==> config.mk <==
export PLATFORM = sky130hd
export DESIGN_NAME = bcd_addsub_seq_flat
export DESIGN_NICKNAME = d
export VERILOG_FILES = /design/src/rtl/bcd_addsub_seq_if.sv /design/src/rtl/bcd_addsub_seq.sv /design/src/flat_wrapper.sv
export SDC_FILE = /design/constraint.sdc
export NUM_CORES = 1
export LEC_CHECK = 0
export ABC_CLOCK_PERIOD_IN_PS = 5150
export CAP_MARGIN = 20
export CORE_UTILIZATION = 56
export CTS_CLUSTER_DIAMETER = 50
export DETAILED_ROUTE_END_ITERATION = 16
export GPL_TIMING_DRIVEN = 0
export PLACE_DENSITY = 0.85
export SLEW_MARGIN = 20
export SYNTH_ARGS = -nofsm -noshare
export SYNTH_HDL_FRONTEND = slang
export SYNTH_SLANG_ARGS = --single-unit
==> constraint.sdc <==
create_clock -name clk -period 5.15 [get_ports clk]
set_clock_uncertainty 0.05 [all_clocks]
set_input_delay 0.515 -clock clk [delete_from_list [all_inputs] [get_ports clk]]
set_output_delay 0.515 -clock clk [all_outputs]
set_load 0.01 [all_outputs]
==> src/rtl/bcd_addsub_seq_if.sv <==
// Command/result bundle for the digit-serial signed BCD adder/subtractor.
// The master drives the operands and the start strobe; the slave returns the result.
interface bcd_addsub_seq_if #(
    parameter int DIGITS = 3
);
    logic                  start;
    logic                  op;
    logic                  a_sign;
    logic [4*DIGITS-1:0]   a_bcd;
    logic                  b_sign;
    logic [4*DIGITS-1:0]   b_bcd;
    logic                  ready;
    logic                  done;
    logic                  res_sign;
    logic [4*DIGITS-1:0]   res_bcd;
    logic                  ovf;
    logic                  err;

    modport master (
        output start, op, a_sign, a_bcd, b_sign, b_bcd,
        input  ready, done, res_sign, res_bcd, ovf, err
    );

    modport slave (
        input  start, op, a_sign, a_bcd, b_sign, b_bcd,
        output ready, done, res_sign, res_bcd, ovf, err
    );
endinterface

==> src/rtl/bcd_addsub_seq.sv <==
// Digit-serial signed BCD add/subtract: one shared 9's-complement unit and digit adder, LSD first.
// Optional feature macro BCD_INVALID_CHECK_EN: reject operands containing digits above 9.
module bcd_addsub_seq #(
    parameter int DIGITS = 3
) (
    input  logic              clk,
    input  logic              rst_n,
    bcd_addsub_seq_if.slave   bus
);
    localparam int W  = 4 * DIGITS;
    localparam int IW = (DIGITS > 1) ? $clog2(DIGITS) : 1;

    typedef enum logic [1:0] {IDLE, P1, FIX, DONE} state_t;

    state_t          state, state_nxt;
    logic [W-1:0]    a_r, b_r, res_r;
    logic            sub_r, a_sign_r, sign_r, carry_r, ovf_r, err_r;
    logic [IW-1:0]   idx;
    logic [3:0]      x_dig, y_dig;
    logic [4:0]      sum;
    logic            last, accept;

    function automatic logic [3:0] nines(input logic [3:0] d, input logic en);
        nines = en ? 4'd9 - d : d;
    endfunction

    // Returns {carry_out, digit}; binary sums above 9 are corrected by +6.
    function automatic logic [4:0] digit_add(input logic [3:0] x, input logic [3:0] y,
                                             input logic c);
        logic [4:0] s;
        s = {1'b0, x} + {1'b0, y} + {4'd0, c};
        if (s > 5'd9) digit_add = {1'b1, 4'(s + 5'd6)};
        else          digit_add = {1'b0, s[3:0]};
    endfunction

`ifdef BCD_INVALID_CHECK_EN
    function automatic logic has_bad(input logic [W-1:0] v);
        has_bad = 1'b0;
        for (int i = 0; i < DIGITS; i++)
            if (v[4*i +: 4] > 4'd9) has_bad = 1'b1;
    endfunction
    logic bad_start;
    assign bad_start = has_bad(bus.a_bcd) | has_bad(bus.b_bcd);
`else
    assign err_r = 1'b0;
`endif

    assign accept = (state == IDLE) && bus.start;
    assign last   = (idx == IW'(DIGITS - 1));

    always_comb begin
        x_dig = a_r[4*idx +: 4];
        y_dig = nines(b_r[4*idx +: 4], sub_r);
        if (state == FIX) begin
            x_dig = nines(res_r[4*idx +: 4], 1'b1);
            y_dig = 4'd0;
        end
        sum = digit_add(x_dig, y_dig, carry_r);
    end

    always_ff @(posedge clk or negedge rst_n) begin
        if (!rst_n) state <= IDLE;
        else        state <= state_nxt;
    end

    always_comb begin
        state_nxt = state;
        case (state)
            IDLE: if (bus.start) state_nxt = P1;
            P1: begin
                if (err_r)                      state_nxt = DONE;
                else if (last && (!sub_r || sum[4])) state_nxt = DONE;
                else if (last)                  state_nxt = FIX;
            end
            FIX:  if (last) state_nxt = DONE;
            DONE: state_nxt = IDLE;
            default: state_nxt = IDLE;
        endcase
    end

    // Operand latch: only meaningful after an accepted start, so no reset needed.
    always_ff @(posedge clk) begin
        if (accept) begin
            a_r <= bus.a_bcd;
            b_r <= bus.b_bcd;
        end
    end

    always_ff @(posedge clk or negedge rst_n) begin
        if (!rst_n) begin
            res_r    <= '0;
            sub_r    <= 1'b0;
            a_sign_r <= 1'b0;
            sign_r   <= 1'b0;
            carry_r  <= 1'b0;
            ovf_r    <= 1'b0;
            idx      <= '0;
`ifdef BCD_INVALID_CHECK_EN
            err_r    <= 1'b0;
`endif
        end else begin
            case (state)
                IDLE: if (bus.start) begin
                    sub_r    <= bus.a_sign ^ bus.b_sign ^ bus.op;
                    carry_r  <= bus.a_sign ^ bus.b_sign ^ bus.op;
                    a_sign_r <= bus.a_sign;
                    sign_r   <= 1'b0;
                    res_r    <= '0;
                    ovf_r    <= 1'b0;
                    idx      <= '0;
`ifdef BCD_INVALID_CHECK_EN
                    err_r    <= bad_start;
`endif
                end
                P1: if (!err_r) begin
                    res_r[4*idx +: 4] <= sum[3:0];
                    carry_r           <= sum[4];
                    idx               <= idx + 1'b1;
                    if (last) begin
                        if (!sub_r) begin
                            ovf_r  <= sum[4];
                            sign_r <= a_sign_r;
                        end else if (sum[4]) begin
                            sign_r <= a_sign_r;
                        end else begin
                            // Negative difference: result is in 10's complement, re-complement it.
                            sign_r  <= ~a_sign_r;
                            idx     <= '0;
                            carry_r <= 1'b1;
                        end
                    end
                end
                FIX: begin
                    res_r[4*idx +: 4] <= sum[3:0];
                    carry_r           <= sum[4];
                    idx               <= idx + 1'b1;
                end
                default: ;
            endcase
        end
    end

    assign bus.ready    = (state == IDLE);
    assign bus.done     = (state == DONE);
    assign bus.res_bcd  = res_r;
    assign bus.res_sign = sign_r & (|res_r);
    assign bus.ovf      = ovf_r;
    assign bus.err      = err_r;
endmodule

==> src/flat_wrapper.sv <==
// flat-port wrapper written by rule: the top's interface ports become plain ports
module bcd_addsub_seq_flat 
#(
    parameter int DIGITS = 3
)
  (clk, rst_n, bus_start, bus_op, bus_a_sign, bus_a_bcd, bus_b_sign, bus_b_bcd, bus_ready, bus_done, bus_res_sign, bus_res_bcd, bus_ovf, bus_err);
  bcd_addsub_seq_if #(.DIGITS(DIGITS)) bus_i ();
  input  logic clk;
  input  logic rst_n;
  input wire logic [$bits(bus_i.start)-1:0] bus_start;
  input wire logic [$bits(bus_i.op)-1:0] bus_op;
  input wire logic [$bits(bus_i.a_sign)-1:0] bus_a_sign;
  input wire logic [$bits(bus_i.a_bcd)-1:0] bus_a_bcd;
  input wire logic [$bits(bus_i.b_sign)-1:0] bus_b_sign;
  input wire logic [$bits(bus_i.b_bcd)-1:0] bus_b_bcd;
  output wire logic [$bits(bus_i.ready)-1:0] bus_ready;
  output wire logic [$bits(bus_i.done)-1:0] bus_done;
  output wire logic [$bits(bus_i.res_sign)-1:0] bus_res_sign;
  output wire logic [$bits(bus_i.res_bcd)-1:0] bus_res_bcd;
  output wire logic [$bits(bus_i.ovf)-1:0] bus_ovf;
  output wire logic [$bits(bus_i.err)-1:0] bus_err;
  assign bus_i.start = bus_start;
  assign bus_i.op = bus_op;
  assign bus_i.a_sign = bus_a_sign;
  assign bus_i.a_bcd = bus_a_bcd;
  assign bus_i.b_sign = bus_b_sign;
  assign bus_i.b_bcd = bus_b_bcd;
  assign bus_ready = bus_i.ready;
  assign bus_done = bus_i.done;
  assign bus_res_sign = bus_i.res_sign;
  assign bus_res_bcd = bus_i.res_bcd;
  assign bus_ovf = bus_i.ovf;
  assign bus_err = bus_i.err;
  bcd_addsub_seq #(.DIGITS(DIGITS)) u_core (.clk(clk), .rst_n(rst_n), .bus(bus_i));
endmodule
# Word level (Yosys, flattened, before mapping)
# Index checks and enable logic that the tools add are counted.
totals:
  inputBits: 30
  ff_bits: 45
  word_cells: 81
op_classes:
  mux: 29
  addsub: 7
  reduce_logical: 16
  shift: 5
  eq_ne: 9
  order_cmp: 1
  bitwise: 4
ops:
  columns: ["op", "n"]
  rows:
  - ["$shiftx 12x5->4", 3]
  - ["$neg 4->34", 1]
  - ["$shift 4x34->12 const A", 1]
  - ["$shiftx 4x34->12", 1]
  - ["$pmux 12 s2", 1]
  - ["$mux 2", 8]
  - ["$bwmux 12", 1]
  - ["$mux 12", 1]
  - ["$mux 4", 3]
  - ["$reduce_or 12->1", 1]
  - ["$mux 1", 9]
  - ["$pmux 2 s4", 1]
  - ["$sub 4x4->4 const A", 2]
  - ["$eq 2x2->1 const B", 3]
  - ["$pmux 2 s3", 1]
  - ["$reduce_and 2->1", 3]
  - ["$reduce_and 3->1", 2]
  - ["$add 4x4->5", 1]
  - ["$add 5x1->5", 1]
  - ["$gt 5x4->1 const B", 1]
  - ["$mux 5", 1]
  - ["$add 4x3->4 const B", 1]
  - ["$ne 2x1->1 const B", 2]
  - ["$ne 2x2->1 const B", 2]
  - ["16 further kinds", 20]

# Depth between registers and ports, before layout
depth:
  depth_word: 12
  depth_mapped: 15

# Worst setup path after synthesis
# OpenSTA, ideal clock, no wires.
synth_path:
  path_kind: "register -> register"
  from: "register u_core.idx[0]"
  to: "register u_core.sign_r"
  arrival_ns: 3.178
  setup_ns: 0.124
  stages_incl_launch_ff: 15
  required_ns: 4.976
  setup_slack_ns: 1.798
  path_buffers: 2
  path_cell_list: "dfrtp_1 -> clkbuf_1 -> nor2b_1 -> clkbuf_1 -> nand2_1 -> o21ai_0 -> o21ai_0 -> fa_1 -> inv_1 -> fa_1 -> o22a_2 -> o221ai_2 -> o31ai_4 -> o21a_1 -> o31a_1"
synth_via:
  elab_chain_len: 12
synth_rtl:
  columns: ["element", "line", "rtl"]
  rows:
  - ["start: declaration", "bcd_addsub_seq.sv:18", "logic [IW-1:0] idx;"]
  - ["start signal: assignment", "bcd_addsub_seq.sv:118", "idx <= idx + 1'b1;"]
  - ["start signal: assignment", "bcd_addsub_seq.sv:136", "idx <= idx + 1'b1;"]
  - ["$shiftx 12x5->4", "bcd_addsub_seq.sv:53", "y_dig = nines(b_r[4*idx +: 4], sub_r);"]
  - ["$sub 4x4->4", "bcd_addsub_seq.sv:24", "nines = en ? 4'd9 - d : d;"]
  - ["$mux 4", "bcd_addsub_seq.sv:24", null]
  - ["$mux 4", "bcd_addsub_seq.sv:54", "if (state == FIX) begin"]
  - ["$add 4x4->5", "bcd_addsub_seq.sv:31", "s = {1'b0, x} + {1'b0, y} + {4'd0, c};"]
  - ["$add 5x1->5", "bcd_addsub_seq.sv:31", null]
  - ["$gt 5x4->1", "bcd_addsub_seq.sv:32", "if (s > 5'd9) digit_add = {1'b1, 4'(s + 5'd6)};"]
  - ["$mux 5", "bcd_addsub_seq.sv:32", null]
  - ["$mux 1", "bcd_addsub_seq.sv:123", "end else if (sum[4]) begin"]
  - ["$mux 1", "bcd_addsub_seq.sv:120", "if (!sub_r) begin"]
  - ["$mux 1", "bcd_addsub_seq.sv:119", "if (last) begin"]
  - ["$pmux 1 s2", "bcd_addsub_seq.sv:102", "case (state)"]
  - ["end signal: assignment", "bcd_addsub_seq.sv:122", "sign_r <= a_sign_r;"]
  - ["end signal: assignment", "bcd_addsub_seq.sv:124", "sign_r <= a_sign_r;"]
  - ["end signal: assignment", "bcd_addsub_seq.sv:127", "sign_r <= ~a_sign_r;"]
  - ["end: declaration", "bcd_addsub_seq.sv:17", "logic sub_r, a_sign_r, sign_r, carry_r, ovf_r, err_r;"]
# Parallel ways exist; a longest one is shown, timed or not. The select of a mux whose other input is x is not followed.
# A chain may end at the register's enable or synchronous reset.

# Worst setup path in the final report
layout_path:
  from: "register u_core.idx[0]"
  to: "register u_core.res_r[9], in the netlist u_core.bus.res_bcd[9]"
layout_via:
  elab_chain_len: 11
layout_rtl:
  columns: ["element", "line", "rtl"]
  rows:
  - ["$shiftx 12x5->4", "bcd_addsub_seq.sv:53", null]
  - ["$sub 4x4->4", "bcd_addsub_seq.sv:24", null]
  - ["$mux 4", "bcd_addsub_seq.sv:24", null]
  - ["$mux 4", "bcd_addsub_seq.sv:54", null]
  - ["$add 4x4->5", "bcd_addsub_seq.sv:31", null]
  - ["$add 5x1->5", "bcd_addsub_seq.sv:31", null]
  - ["$add 4x3->4 or $gt 5x4->1 (tied branches)", "bcd_addsub_seq.sv:32", null]
  - ["$mux 5", "bcd_addsub_seq.sv:32", null]
  - ["$shiftx 4x34->12", "bcd_addsub_seq.sv:116, bcd_addsub_seq.sv:134", null]
  - ["$bwmux 12 (*)", "bcd_addsub_seq.sv:116, bcd_addsub_seq.sv:134", null]
  - ["$pmux 12 s2 (*)", "bcd_addsub_seq.sv:102", null]
  - ["end signal: indexed assignment", "bcd_addsub_seq.sv:116", "res_r[4*idx +: 4] <= sum[3:0];"]
  - ["end signal: indexed assignment", "bcd_addsub_seq.sv:134", "res_r[4*idx +: 4] <= sum[3:0];"]
  - ["end: declaration", "bcd_addsub_seq.sv:16", "logic [W-1:0] a_r, b_r, res_r;"]
# Mark *: on every way between the ends. The rest lies on a longest branch, timed or not.

==> flow_summary_export.csv <==
group,metric,value,unit
setup_path,cp-end-kind,"register",
timing,worst_pin_slew,0.907,ns
yosys,yosysWarnings,0,
yosys,synth.distinct_cells,44,
detailed_routing,ant_nets,0,
yosys,synth-async-reset-ratio,46.7,%
timing,drv_slew,0,
global_routing,grt_pass1_wl,9000,um
yosys,syn_nets,281,
placement,place_ws,1.17,ns
timing,relSlewSlack,39.4,%
clock_network,clkTransAtPathRegs,0.08,ns
finish,synthToLayoutAreaGrowth,24.7,%
yosys,yosysMostFrequentCell,"o21ai_0",
finish,drive_gt1_share,6.21,%
floorplan,die_h,68.5,um
clock_network,htree_levels,2,
finish,fin_nets,334,
global_routing,antenna_found_initial,0,
placement,io_buffers,45,
clock_network,cts_buffers,5,
pwr,power_density,718,nW/um^2
yosys,synth_top_area_share,29.1,%
floorplan,die_w,68.5,um
floorplan,io-pin-count,47,
setup_path,crit_type,"reg2reg",
yosys,avgSynthCellArea,10.5,um^2
setup_path,r2r_cells,15,
floorplan,num_rows,23,
placement,dpl-instance-area,2990,um^2
finish,antenna_cells,0,
yosys,ys.flop_type,"edfxtp_1",
floorplan,core_area,4120,um^2
yosys,synth_seq_cells,45,
global_routing,track_usage,27.1,%
yosys,synth.largest_area_cell,"edfxtp_1",
yosys,synth_area_leaders,"edfxtp_1, dfrtp_1, ha_1",
detailed_routing,routed_wl,5470,um
timing,hold_viol,0,
pwr,p_comb_share,66.9,%
pwr,clock_power_share,9.7,%
timing,hold_slack,0.407,ns
clock_network,clock-root-buffer,"clkbuf_8",
pwr,switching_share,47.6,%
detailed_routing,post-route-drc-count,0,
clock_network,clock_path_buffers,2,
yosys,syn_inst,236,
timing,layout_min_cycle_time,4.05,ns
run,maxCapViolCount,0,
clock_network,cts_resized,0,
yosys,synth_edf_count,24,
setup_path,crit_path_start_kind,"register",
detailed_routing,drtIter0Drc,144,
clock_network,cts_hold_buf,0,
timing,rsz0062_at_grt,"no",
floorplan,dieArea,4690,um^2
detailed_routing,wl_per_cell,16.1,um
clock_network,cts_tree,"yes",
floorplan,initial_core_util,60.1,%
yosys,syn_area,2470,um^2
setup_path,worstPathRequired,5.29,ns
pwr,p_seq_share,23.4,%
detailed_routing,drt_first_pass_iters,5,
timing,min_period_over_period,78.6,%
clock_network,insertion_delay,0.30,ns
min_path,min_path_type,"in2async",
setup_path,crit_path_max_fanout,10,
detailed_routing,vias,1997,
placement,gp_congestion,0.939,
clock_network,clock_sinks,45,
timing,setup_viol,0,
global_routing,grt_max_degree,26,
pwr,static-leakage-power,1.23,nW
placement,dp_hpwl,4100,um
pwr,ir_drop,544,uV
global_routing,grt_pass1_vias,1881,
finish,fillers,316,
timing,postLayoutSetupSlackWorst,1.10,ns
setup_path,worstPathArrival,4.19,ns
yosys,netlist_top_cells_count,"o21ai_0, nand2_1, edfxtp_1",
pwr,power_switching,0.00105,W
detailed_routing,via_per_inst,5.87,
run_status,status,"complete, no violations",
timing,fin_setup_tns,0,ns
global_routing,grt_overflow,0,
finish,fin_cells,340,
yosys,synth-seq-area-share,50.4,%
clock_network,postCtsSetupBuffers,0,
finish,design_area,3090,um^2
timing,max_freq,247,MHz
placement,place_inst,331,
pwr,p_int,0.00116,W
## flip-flops by register name, summed over array words and instances, names as in the netlist
signal              cells
u_core.a_sign_r         1
u_core.a_r             12
u_core.sign_r           1
u_core.state            2
u_core.carry_r          1
u_core.bus.ovf          1
u_core.b_r             12
u_core.idx              2
u_core.sub_r            1
u_core.bus.res_bcd     12
## cell type report
type	instances	area [um^2]	area share [%]
Buffer	9	38.8	1.26
Clock buffer	7	76.3	2.47
Clock inverter	1	7.51	0.243
Inverter	15	56.3	1.82
Multi-Input combinational cell	167	1130	36.7
Sequential cell	45	1250	40.4
Tap cell	50	62.6	2.03
Timing Repair Buffer	46	465	15.1
## per-layer routing
metal	global-route usage [%]	vias up	share of wire (%)	wire [um]
li1	-	954	-	-
met1	33.2	949	42	2330
met2	48.0	87	50	2720
met3	5.50	7	6.7	369
met4	7.03	0	1.1	60
met5	0	-	0	0
## critical path: stages, from the launching register on
cell and delay [ns]:
dfrtp_1 0.36, clkbuf_1 0.33, nor2b_1 0.30, clkbuf_1 0.41, nand2_1 0.11, o21ai_0 0.10, nand2_1 0.07, o21ai_0 0.13
fa_1 0.27, inv_1 0.07, fa_1 0.58, o22a_2 0.19, o221ai_2 0.11, o31ai_4 0.42, xnor2_1 0.18, a32o_1 0.29
## cell usage in the layout, fill, tap and decap left out, drive strengths merged, types with 2 or more instances in the layout
cell type / count
nand3: 5
a22o: 3
clkbuf: 14
o21a: 2
a21oi: 10
edfxtp: 24
inv: 15
o21ai: 29
ha: 13
a221oi: 3
xnor2: 5
nor2: 18
nor3: 2
nand2b: 3
xor2: 2
nand2: 27
a21o: 3
nor4: 4
clkdlybuf4s50: 45
mux2i: 10
fa: 2
dfrtp: 21
a31oi: 2
nor2b: 3
o31ai: 2
buf: 3
mux2: 4
## through the flow
stage	power [W]	utilization (%)
final	0.00221	75.0
after global routing	0.00241	75.0
after CTS	0.00221	74.6
after detailed placement	0.00199	72.6
after global placement	0.00193	72.6
after floorplan	0.00162	-
## final timing paths
| kind | from | endpoint | slack, ns |
|---|---|---|---|
| worst max-delay path | u_core.idx[0] | u_core.bus.res_bcd[9] | 1.10 |
| worst min-delay path | rst_n | u_core.bus.res_bcd[10] | 0.41 |
| worst max register to register | u_core.idx[0] | u_core.bus.res_bcd[9] | 1.10 |
| worst min register to register | u_core.carry_r | u_core.carry_r | 0.45 |
| max in group asynchronous | rst_n | u_core.bus.ovf | 4.23 |
| min in group clk | u_core.carry_r | u_core.carry_r | 0.45 |
## kinds of logic (layout without fill, tap and decap cells)
logic type	after synthesis	after routing	share of synthesized area (%)
fa+ha+maj	15	15	8.19
buf+inv	24	78	3.84
other cells	1	1	0.152
xor+xnor	7	7	2.48
compound gates	64	64	17.1
flops	45	45	50.4
simple gates	66	66	11.9
mux	14	14	5.87
## power groups by stage
| stage | combinational [W] | clock [W] | sequential [W] |
|---|---|---|---|
| 2_1_floorplan | 0.00110 | 0 | 0.000516 |
| 3_3_place_gp | 0.00141 | 0 | 0.000521 |
| 3_5_place_dp | 0.00146 | 0 | 0.000527 |
| 4_1_cts | 0.00147 | 0.000219 | 0.000520 |
| 5_1_grt | 0.00165 | 0.000234 | 0.000528 |
| 6_report | 0.00148 | 0.000215 | 0.000518 |
Note: power is estimated with default switching activity, not from simulation.
